[src/rtl/writeback_pkg.sv]
// Shared types for the register write-back path: register index/data widths and the
// one-entry pending-write record used to stage returning load data.
package writeback_pkg;

  localparam int unsigned RegAddrWidth          = 5;
  localparam int unsigned RegDataWidth          = 32;
  localparam int unsigned DefaultLoadQueueDepth = 4;

  typedef logic [RegAddrWidth-1:0] reg_idx_t;
  typedef logic [RegDataWidth-1:0] reg_data_t;

  typedef struct packed {
    logic      valid;
    reg_idx_t  rd;
    reg_data_t data;
  } pending_write_t;

endpackage

[src/rtl/tag_fifo.sv]
// Small synchronous FIFO with occupancy count; holds in-order return tags.
module tag_fifo #(
  parameter int unsigned Width = 5,
  parameter int unsigned Depth = 4,
  localparam int unsigned PtrW = $clog2(Depth),
  localparam int unsigned CntW = $clog2(Depth) + 1
) (
  input  logic             clk_i,
  input  logic             rst_i,
  input  logic             push_i,
  input  logic [Width-1:0] data_i,
  input  logic             pop_i,
  output logic [Width-1:0] data_o,
  output logic             full_o,
  output logic             empty_o,
  output logic [CntW-1:0]  count_o
);

  logic [Width-1:0] mem_q [Depth];
  logic [PtrW-1:0]  wr_ptr_q, wr_ptr_d;
  logic [PtrW-1:0]  rd_ptr_q, rd_ptr_d;
  logic [CntW-1:0]  count_q, count_d;
  logic             push_ok, pop_ok;

  always_comb begin
    full_o   = (count_q == CntW'(Depth));
    empty_o  = (count_q == '0);
    count_o  = count_q;
    data_o   = mem_q[rd_ptr_q];
    push_ok  = push_i && !full_o;
    pop_ok   = pop_i && !empty_o;
    // Pointers wrap naturally because Depth is a power of two.
    wr_ptr_d = push_ok ? wr_ptr_q + PtrW'(1) : wr_ptr_q;
    rd_ptr_d = pop_ok ? rd_ptr_q + PtrW'(1) : rd_ptr_q;
    count_d  = count_q;
    if (push_ok && !pop_ok) begin
      count_d = count_q + CntW'(1);
    end else if (!push_ok && pop_ok) begin
      count_d = count_q - CntW'(1);
    end
  end

  always_ff @(posedge clk_i) begin
    if (rst_i) begin
      wr_ptr_q <= '0;
      rd_ptr_q <= '0;
      count_q  <= '0;
    end else begin
      wr_ptr_q <= wr_ptr_d;
      rd_ptr_q <= rd_ptr_d;
      count_q  <= count_d;
    end
  end

  always_ff @(posedge clk_i) begin
    if (push_ok) begin
      mem_q[wr_ptr_q] <= data_i;
    end
  end

endmodule

[src/rtl/register_writeback.sv]
// Single owner of the register-file write port: merges ALU results with in-order load
// responses and tracks outstanding load destinations for hazard stalls.
module register_writeback
  import writeback_pkg::*;
#(
  parameter int unsigned AddressBitWidth = RegAddrWidth,
  parameter int unsigned DataBitWidth    = RegDataWidth,
  parameter int unsigned LoadQueueDepth  = DefaultLoadQueueDepth
) (
  input  logic                       clk,
  input  logic                       rst,
  input  logic                       alu_valid,
  input  logic [AddressBitWidth-1:0] alu_rd,
  input  logic [DataBitWidth-1:0]    alu_data,
  input  logic                       load_issue_valid,
  input  logic [AddressBitWidth-1:0] load_issue_rd,
  output logic                       load_issue_ready,
  input  logic                       load_resp_valid,
  input  logic [DataBitWidth-1:0]    load_resp_data,
  output logic                       load_resp_ready,
  input  logic [AddressBitWidth-1:0] rs1,
  output logic                       rs1_busy,
  input  logic [AddressBitWidth-1:0] rs2,
  output logic                       rs2_busy,
  output logic [AddressBitWidth-1:0] rd,
  output logic                       rd_write_enable,
  output logic [DataBitWidth-1:0]    rd_data_in
);

  localparam int unsigned NumRegs = 2 ** AddressBitWidth;
  localparam int unsigned CntW    = $clog2(LoadQueueDepth) + 1;

  // The pending-write record is typed from the package, so widths must agree with it.
  if (AddressBitWidth != RegAddrWidth || DataBitWidth != RegDataWidth) begin : g_width_check
    $error("register_writeback widths must match writeback_pkg");
  end

  logic [NumRegs-1:0] sb_q, sb_d;
  pending_write_t     pend_q, pend_d;
  reg_idx_t           fifo_head;
  logic [CntW-1:0]    fifo_count;
  logic               fifo_full, fifo_empty;
  logic               alu_wr, commit, issue_fire, resp_fire;

  always_comb begin
    alu_wr           = alu_valid && (alu_rd != '0);
    commit           = pend_q.valid && !alu_wr;
    // A register still marked busy (including one committing now) stalls a new load to it.
    load_issue_ready = !rst && !fifo_full && !((load_issue_rd != '0) && sb_q[load_issue_rd]);
    load_resp_ready  = !rst && !fifo_empty && (!pend_q.valid || !alu_valid);
    issue_fire       = load_issue_valid && load_issue_ready;
    resp_fire        = load_resp_valid && load_resp_ready;
    rs1_busy         = !rst && (rs1 != '0) && sb_q[rs1];
    rs2_busy         = !rst && (rs2 != '0) && sb_q[rs2];
  end

  always_comb begin
    rd              = '0;
    rd_data_in      = '0;
    rd_write_enable = 1'b0;
    if (!rst) begin
      if (alu_wr) begin
        rd              = alu_rd;
        rd_data_in      = alu_data;
        rd_write_enable = 1'b1;
      end else if (pend_q.valid) begin
        rd              = pend_q.rd;
        rd_data_in      = pend_q.data;
        rd_write_enable = (pend_q.rd != '0);
      end
    end
  end

  always_comb begin
    sb_d   = sb_q;
    pend_d = pend_q;
    if (commit && (pend_q.rd != '0)) begin
      sb_d[pend_q.rd] = 1'b0;
    end
    if (issue_fire && (load_issue_rd != '0)) begin
      sb_d[load_issue_rd] = 1'b1;
    end
    if (resp_fire) begin
      pend_d.valid = 1'b1;
      pend_d.rd    = fifo_head;
      pend_d.data  = load_resp_data;
    end else if (commit) begin
      pend_d.valid = 1'b0;
    end
  end

  always_ff @(posedge clk) begin
    if (rst) begin
      sb_q   <= '0;
      pend_q <= '0;
    end else begin
      sb_q   <= sb_d;
      pend_q <= pend_d;
    end
  end

  tag_fifo #(
    .Width (AddressBitWidth),
    .Depth (LoadQueueDepth)
  ) u_tag_fifo (
    .clk_i   (clk),
    .rst_i   (rst),
    .push_i  (issue_fire),
    .data_i  (load_issue_rd),
    .pop_i   (resp_fire),
    .data_o  (fifo_head),
    .full_o  (fifo_full),
    .empty_o (fifo_empty),
    .count_o (fifo_count)
  );

  alu_rd_not_busy_a : assert property (@(posedge clk) disable iff (rst)
    (alu_valid && (alu_rd != '0)) |-> !sb_q[alu_rd])
    else $error("alu_rd targets a register with an outstanding load");

  count_bound_a : assert property (@(posedge clk) disable iff (rst)
    fifo_count <= CntW'(LoadQueueDepth))
    else $error("tag fifo count exceeds depth");

endmodule

[config.mk]
export PLATFORM = sky130hd
export DESIGN_NAME = register_writeback
export DESIGN_NICKNAME = d
export VERILOG_FILES = /design/src/rtl/writeback_pkg.sv /design/src/rtl/tag_fifo.sv /design/src/rtl/register_writeback.sv
export SDC_FILE = /design/constraint.sdc
export NUM_CORES = 1
export LEC_CHECK = 0
export CAP_MARGIN = 20
export CORE_MARGIN = 1
export CORE_UTILIZATION = 30
export DETAILED_ROUTE_END_ITERATION = 8
export GPL_TIMING_DRIVEN = 0
export PLACE_DENSITY = 0.54
export SYNTH_ARGS = -nofsm -noshare
export SYNTH_HDL_FRONTEND = slang
export SYNTH_SLANG_ARGS = --single-unit
[constraint.sdc]
create_clock -name clk -period 3.65 [get_ports clk]
set_clock_uncertainty 0.2 [all_clocks]
set_input_delay 0.5475 -clock clk [delete_from_list [all_inputs] [get_ports clk]]
set_output_delay 0.5475 -clock clk [all_outputs]
set_load 0.01 [all_outputs]
==> impl_metrics.env <==
export IMPL_outcome="finished, violations left"
export IMPL_violations="design-rule violations"
export IMPL_min_period_ps=3579
export IMPL_gp_congestion=0.9391
export IMPL_clk_pin_slew_ps=70
export IMPL_cp_arrival_ps=2830
export IMPL_synthDominantCellAreaShare=0.2731
export IMPL_yosys_top_cells_count="133 x nand2_1, 79 x a21oi_1, 77 x dfxtp_1, 52 x nand3_1, 35 x clkbuf_1"
export IMPL_ys_ff_latch=97
export IMPL_hold_buffers=0
export IMPL_place_inst=1003
export IMPL_whs_ps=260.4
export IMPL_fp_row_count=49
export IMPL_vias=5818
export IMPL_synth_area_per_cell_um2=8.683
export IMPL_insertion_delay_ps=360
export IMPL_yosysTopAreaCell="dfxtp_1"
export IMPL_synth_area_leaders="dfxtp_1 27%, edfxtp_1 11%, mux4_2 9.2%, nand2_1 8.8%, a21oi_1 7.0%"
export IMPL_worstSetupPathType="input port to output port"
export IMPL_min_path_cells=2
export IMPL_drt_iter0_markers=473
export IMPL_via_per_inst=5.643
export IMPL_hold_viol=0
export IMPL_grt_remaining_overflow=0
export IMPL_tns_ps=0
export IMPL_leakagePower_uw=0.003061
export IMPL_finalPower_uw=2741
export IMPL_critPathLaunchType="input port"
export IMPL_rsz0062_at_grt="true"
export IMPL_drt_wl_total_um=21710
export IMPL_drtAntennaViolNets=0
export IMPL_hpwl_um=16370
export IMPL_nFillCells=1809
export IMPL_drv_cap=0
export IMPL_power_density_mw_per_mm2=354.2
export IMPL_ys_types=57
export IMPL_worst_slew_pin_slew_ps=849.1
export IMPL_cts_buffers=9
export IMPL_ir_drop_mv=0.2423
export IMPL_synthesis_area_mm2=0.005644
export IMPL_fmaxAchievable_mhz=279.4
export IMPL_cts_root_buf="clkbuf_16"
export IMPL_initial_core_util=0.3100
export IMPL_holdCritPathClass="flop to flop"
export IMPL_seq_area_frac_synth=0.3795
export IMPL_crit_required_ps=2900
export IMPL_post_route_period_util=0.9806
export IMPL_r2r_cells=12
export IMPL_die_x_um=139.2
export IMPL_antenna_found_initial=0
export IMPL_relSlewSlack=0.4327
export IMPL_area_growth_pct=37.09
export IMPL_antenna_cells=0
export IMPL_numClockSinks=97
export IMPL_synthArstFlopShare=0
export IMPL_grt_pass1_vias=5582
export IMPL_clockBufferDepth=2
export IMPL_nets=892
export IMPL_grt_max_degree=20
export IMPL_grt_pass1_wl_um=32570
export IMPL_firstDrtPassIters=9
export IMPL_slew_viol_final=0
export IMPL_setup_viol=0
export IMPL_syn_inst=650
export IMPL_end_kind="output port"
export IMPL_die_h_um=139.2
export IMPL_htree_levels=3
export IMPL_syn_nets=745
export IMPL_synth_ff_type="dfxtp_1"
export IMPL_cp_max_fo=6
export IMPL_die_area_mm2=0.01937
export IMPL_yosysMostFrequentCell="nand2_1"
export IMPL_layout_cells_non_filler=1031
export IMPL_track_usage=0.2209
export IMPL_post_route_drc_count=2
export IMPL_cts_tree="done"
export IMPL_coreArea_mm2=0.01821
export IMPL_drive_above_1_share=0.1259
export IMPL_synth_edf_count=20
export IMPL_yosysWarnings=0
export IMPL_avgRoutedWirePerCell_um=21.06
export IMPL_port_buffers=124
export IMPL_num_io_pins=131
sequential cells by signal, summed over array words and instances (netlist names):
| signal | cells |
|---|---|
| pend_q | 38 |
| sb_q | 32 |
| u_tag_fifo.mem_q | 20 |
| u_tag_fifo.count_o | 3 |
| u_tag_fifo.rd_ptr_q | 2 |
| u_tag_fifo.wr_ptr_q | 2 |
critical path: stages:
cell	delay, ps
clkdlybuf4s50_1	430
or4_4	580
o21ai_4	290
buf_6	170
nand3_1	80
a21oi_1	180
clkdlybuf4s50_1	550
logic make-up after synthesis:
family,synth area share
AO/OA/AOI/OAI,0.2044
XOR/XNOR,0.006208
adder cells (fa/ha/maj),0.01463
buffers and inverters,0.05852
flip-flops,0.3795
multiplexers,0.1239
AND/OR/NAND/NOR,0.2128
area by class of cell:
type | instances | area, um2 | share of cell area
well taps | 229 | 286.5 | 0.03703
inverters | 14 | 52.55 | 0.006792
clock buffers | 9 | 225.2 | 0.02911
multi-input cells | 478 | 3226 | 0.4169
flip-flops and latches | 97 | 2142 | 0.2768
plain buffers | 60 | 317.8 | 0.04107
clock inverters | 7 | 76.32 | 0.009864
repair buffers | 137 | 1411 | 0.1824
power breakdown:
part / leakage [uW] / internal, uW / switching (uW)
combinational: 0.00211 / 249 / 327
sequential: 0.000802 / 1140 / 34.5
clock: 0.000146 / 540 / 453
placed cells by master (no fill, tap or decap), types with 20 or more instances in the layout:
cell and n:
clkdlybuf4s50_1 85, edfxtp_1 20, dlymetal6s2s_1 35, dfxtp_1 77, mux4_2 23, clkbuf_1 28, nand2_1 133, nand3_1 52
o211ai_1 21, a21oi_1 78
through the flow:
stage	instance area [um2]	worst slack (ps)	utilization
final	7737	70.66	0.4249
after global routing	7737	-30.39	0.4249
after CTS	7559	-50.04	0.4151
after detailed placement	7172	-958.7	0.3939
after floorplan	5644	394.9	-
after global placement	7172	-890.8	0.3939
final timing paths:
kind,start,slack (ps),to
max,alu_rd[1],70,rd_data_in[2]
max reg2reg,sb_q[19],520,u_tag_fifo.count_o[2]
min,pend_q[14],260,pend_q[14]
min reg2reg,pend_q[14],260,pend_q[14]
metal layers:
metal	track usage	share of wire
met1	0.3030	0.45
met2	0.3565	0.48
met3	0.03384	0.046
met4	0.06842	0.021
met5	0	0
repair_timing:
| action | in CTS | in global routing |
|---|---|---|
| buffers inserted | 3 | 9 |
| hold endpoints to repair | 0 | 0 |
| setup endpoints to repair | 61 | 39 |
| gates resized for setup | 24 | 53 |
| pin swaps | 3 | 2 |
| cloned | 0 | 1 |
No activity file was read; power rests on OpenSTA's default activity.
